===== src/rtl/uart_baud_generator.sv =====
// uart_baud_generator: 16x oversampling phase counter for a runtime-selected UART baud rate.
// Define UART_BAUD_RATE_ERR_EN to add the registered rate_err flag for unsupported rates.
module uart_baud_generator #(
    parameter int CLK_FREQ_HZ = 100_000_000,
    parameter int DIV_W       = 16
) (
    input  logic        clk,
    input  logic        rst,
    input  logic [16:0] Baud_Rate,
    output logic [3:0]  tick
`ifdef UART_BAUD_RATE_ERR_EN
    ,
    output logic        rate_err
`endif
);
    function automatic logic [DIV_W-1:0] div_of(input int b);
        return DIV_W'((CLK_FREQ_HZ + 8 * b) / (16 * b));
    endfunction

    localparam logic [DIV_W-1:0] DIV_1200   = div_of(1200);
    localparam logic [DIV_W-1:0] DIV_2400   = div_of(2400);
    localparam logic [DIV_W-1:0] DIV_4800   = div_of(4800);
    localparam logic [DIV_W-1:0] DIV_9600   = div_of(9600);
    localparam logic [DIV_W-1:0] DIV_14400  = div_of(14400);
    localparam logic [DIV_W-1:0] DIV_19200  = div_of(19200);
    localparam logic [DIV_W-1:0] DIV_38400  = div_of(38400);
    localparam logic [DIV_W-1:0] DIV_57600  = div_of(57600);
    localparam logic [DIV_W-1:0] DIV_115200 = div_of(115200);

    logic [16:0]      baud_q;
    logic [DIV_W-1:0] div_d, div_q, cnt_d, cnt_q;
    logic [3:0]       tick_d, tick_q;
    logic             restart, term;

    // Unsupported rates fall back to the 9600 divisor.
    always_comb begin
        div_d = DIV_9600;
        case (Baud_Rate)
            17'd1200:   div_d = DIV_1200;
            17'd2400:   div_d = DIV_2400;
            17'd4800:   div_d = DIV_4800;
            17'd14400:  div_d = DIV_14400;
            17'd19200:  div_d = DIV_19200;
            17'd38400:  div_d = DIV_38400;
            17'd57600:  div_d = DIV_57600;
            17'd115200: div_d = DIV_115200;
            default:    div_d = DIV_9600;
        endcase
    end

    assign restart = Baud_Rate != baud_q;
    assign term    = cnt_q == div_q - DIV_W'(1);

    // A rate change restarts the phase even on a terminal-count edge.
    always_comb begin
        cnt_d  = (restart || term) ? '0 : cnt_q + DIV_W'(1);
        tick_d = restart ? 4'd0 : term ? tick_q + 4'd1 : tick_q;
    end

    always_ff @(posedge clk) begin
        baud_q <= Baud_Rate;
        div_q  <= div_d;
        if (rst) begin
            cnt_q  <= '0;
            tick_q <= '0;
        end else begin
            cnt_q  <= cnt_d;
            tick_q <= tick_d;
        end
    end

    assign tick = tick_q;

`ifdef UART_BAUD_RATE_ERR_EN
    logic sup_d, err_q;

    assign sup_d = Baud_Rate inside {17'd1200, 17'd2400, 17'd4800, 17'd9600, 17'd14400,
                                     17'd19200, 17'd38400, 17'd57600, 17'd115200};

    always_ff @(posedge clk) begin
        if (rst) err_q <= 1'b0;
        else     err_q <= ~sup_d;
    end

    assign rate_err = err_q;
`endif
endmodule


===== config.mk =====
export PLATFORM = sky130hd
export DESIGN_NAME = uart_baud_generator
export DESIGN_NICKNAME = d
export VERILOG_FILES = /design/src/rtl/uart_baud_generator.sv
export SDC_FILE = /design/constraint.sdc
export NUM_CORES = 1
export LEC_CHECK = 0
export CAP_MARGIN = 20
export CORE_UTILIZATION = 48
export CTS_CLUSTER_DIAMETER = 60
export DETAILED_ROUTE_END_ITERATION = 10
export PLACE_DENSITY = 0.78
export SLEW_MARGIN = 10
export SYNTH_ARGS = -nofsm -noshare
export SYNTH_HDL_FRONTEND = slang
export SYNTH_SLANG_ARGS = --single-unit

===== constraint.sdc =====
create_clock -name clk -period 3.4 [get_ports clk]
set_input_delay 1.02 -clock clk [delete_from_list [all_inputs] [get_ports clk]]
set_output_delay 1.02 -clock clk [all_outputs]
set_load 0.05 [all_outputs]

==> flow_summary.ini <==
[cells_and_area]
fin_util_pct = 60.3
area_growth_pct = 18.4
nets = 330
insertedDiodeCount = 0
instances_no_fill = 376
drive_gt1_share_pct = 8.74

[timing]
hold_ws_ns = 0.481
min_period_ns = 3.10
rsz0062_at_grt = no
worstMarginPinSlew_ns = 0.613
max_freq_ghz = 0.323
final.period_utilization_pct = 91.2
skew_ns = 0.00351
relSlewSlack_pct = 58.8
slew_viol_final = 0
setup_tns_ns = 0
final_hold_viol_count = 0
setup_viol = 0

[logic_synthesis]
synthArstFlopShare_pct = 0
netlist_area_sq_um = 2470
yosysTopAreaCell = dfxtp_1
ys_seq_area_share_pct = 40.6
syn_nets = 293
synth_enable_flop_cells = 0
yosys-top-cells-area = dfxtp_1 41%, xor2_1 8.9%, xnor2_1 7.1%
synth_top_area_share_pct = 40.6
yosys_warnings = 0
synth.ff_latch_count = 50
synth_cell_types = 47
netlist_instances = 271
synth_ff_type = dfxtp_1
syn_avg_cell_area_sq_um = 9.10

[clocking]
cts-buffers-inserted = 5
cts_root_buf = clkbuf_8
path_clk_slew_ns = 0.09
cts_resized = 0
cts_setup_buffers = 0
clkLatencyLatePin_ns = 0.30
tritoncts = done
cts-htree-levels = 2
holdBufCountCts = 0
clock_path_buffers = 2
clock-sinks = 50

[drt]
wl_mm = 5.23
drt_first_pass_iters = 4
via_per_inst = 5.58
wl_per_cell_um = 13.9
antenna_left = 0
vias = 2097
drtIter0Drc = 94
route.detailed.drc = 0

[global_routing]
grt_max_degree = 17
track_usage_pct = 21.4
grt-ovfl-total = 0
grt_pass1_wl_mm = 8.89
antenna_found_initial = 0
grt_pass1_vias = 1947

[critical_path]
worstSetupPathType = input pin to flop
cp_top_family = simple AND/OR/NAND/NOR gates
critPathMaxFanout = 16
startpoint_type = input pin
crit_chain = clkdlybuf4s50_1, xor2_1, nor4_1, nand3_1, or4_1, a21o_1, nor2_1
cp_num_buf_inv = 1
cp_slowest_stage_delay_ns = 0.56
slowest_stage = or4_1
end_kind = flop
crit_required_ns = 3.64
worstPathArrival_ns = 3.34

[hold_path]
hold_path.class = flop to flop

[status]
status = completed

[power_and_ir_drop]
p_leak_nw = 1.02
power_frac_seq_pct = 58.5
vdd_drop_max_mv = 0.196
clkPwrFrac_pct = 34.9
total_power_mw = 1.03
power.switching_mw = 0.228
p_int_mw = 0.799
power.density_nw_per_um2 = 351
power_frac_comb_pct = 6.6
swShare_pct = 22.2

[floorplanning]
num_io_pins = 23
rows = 25
start_util_pct = 50.9
die_area_sq_um = 5430
coreArea_sq_um = 4850
die_width_um = 73.7
die_y_um = 73.7

[place]
io_buffers = 22
hpwlAfterDp_mm = 4.02
gp_congestion = 0.857
place_inst = 368

[flow_run]
maxCapViolCount = 0
==> logic make-up after synthesis <==
group                      after synthesis  synth area share [%]
and+or+nand+nor                        135                  31.3
buffers and inverters                   11                  2.33
AOI/OAI and AO/OA                       24                  7.10
adders and majority gates                3                  1.52
xor gates and xnor gates                45                  16.0
muxes                                    3                  1.22
DFF                                     50                  40.6
==> stage by stage <==
step / cell area [sq um] / setup slack, ns
3_3_place_gp: 2830 / 0.0658
2_1_floorplan: 2470 / 0.764
5_1_grt: 2920 / 0.143
3_5_place_dp: 2830 / 0.0162
4_1_cts: 2920 / 0.337
6_report: 2920 / 0.300
==> synthesized netlist by cell type, types with 2 or more instances <==
cell type and number:
a21o_1 3, a21oi_1 5, and3_1 2, buf_6 2, dfxtp_1 50, ha_1 3
inv_1 6, mux2i_1 3, nand2_1 13, nand2b_1 6, nand3_1 14, nand3b_1 4
nand4_1 7, nand4b_1 2, nor2_1 32, nor2b_1 2, nor3_1 9, nor3b_1 2
nor4_1 14, nor4b_1 5, o21ai_0 4, o21ai_1 2, o31ai_1 2, or2_1 2
or3_1 6, or4_1 6, or4b_1 2, xnor2_1 20, xor2_1 25
==> state kept, by name (all words and copies together) (netlist names) <==
name	count
div_q	13
tick	4
baud_q	17
cnt_q	16
==> layout by cell type, fill, tap and decap left out, types with 3 or more instances in the layout <==
cell type / count
dfxtp_1: 50
nor2_1: 32
xor2_1: 25
clkdlybuf4s50_1: 22
xnor2_1: 20
nor4_1: 14
nand3_1: 14
nand2_1: 13
buf_4: 12
nor3_1: 9
nand4_1: 7
or3_1: 6
or4_1: 6
nand2b_1: 6
inv_1: 6
clkbuf_8: 6
nor4b_1: 5
a21oi_1: 5
nand3b_1: 4
o21ai_0: 4
mux2i_1: 3
a21o_1: 3
ha_1: 3
==> final timing paths <==
path,from,cells after the start,slack (ns),end
worst min register to register,tick[3],2,0.48,tick[3]
worst max register to register,div_q[4],7,0.63,cnt_q[5]
worst min-delay path,tick[3],2,0.48,tick[3]
worst max-delay path,Baud_Rate[11],7,0.30,cnt_q[5]
==> cell type report <==
| cell class | instances | area, sq um |
|---|---|---|
| Clock buffer | 7 | 86.3 |
| Clock inverter | 1 | 5.00 |
| Fill cell | 416 | 1930 |
| Inverter | 7 | 26.3 |
| Multi-Input combinational cell | 210 | 1410 |
| Sequential cell | 50 | 1000 |
| Tap cell | 67 | 83.8 |
| Timing Repair Buffer | 34 | 310 |
==> routing by layer <==
| metal | vias to the layer above | part of all wire (%) | wire, um | GRT usage [%] |
|---|---|---|---|---|
| li1 | 1041 | - | - | - |
| met1 | 988 | 46 | 2390 | 25.9 |
| met2 | 56 | 48 | 2530 | 36.3 |
| met3 | 12 | 4.0 | 211 | 5.62 |
| met4 | 0 | 2.0 | 102 | 7.48 |
| met5 | - | 0 | 0 | 0 |
==> power by group through the flow <==
stage               Combinational (mW)  Sequential (mW)  Clock, mW
floorplan                       0.0226            0.613          0
global placement                0.0671            0.614          0
detailed placement              0.0675            0.614          0
CTS                             0.0680            0.601      0.369
global route                    0.0739            0.602      0.396
finish                          0.0682            0.600      0.358
==> worst min-delay path: stages, from the launching register on <==
cell,delay (ns)
dfxtp_1,0.33
o31ai_1,0.06
a21oi_1,0.05
No activity file was read; power rests on OpenSTA's default activity.
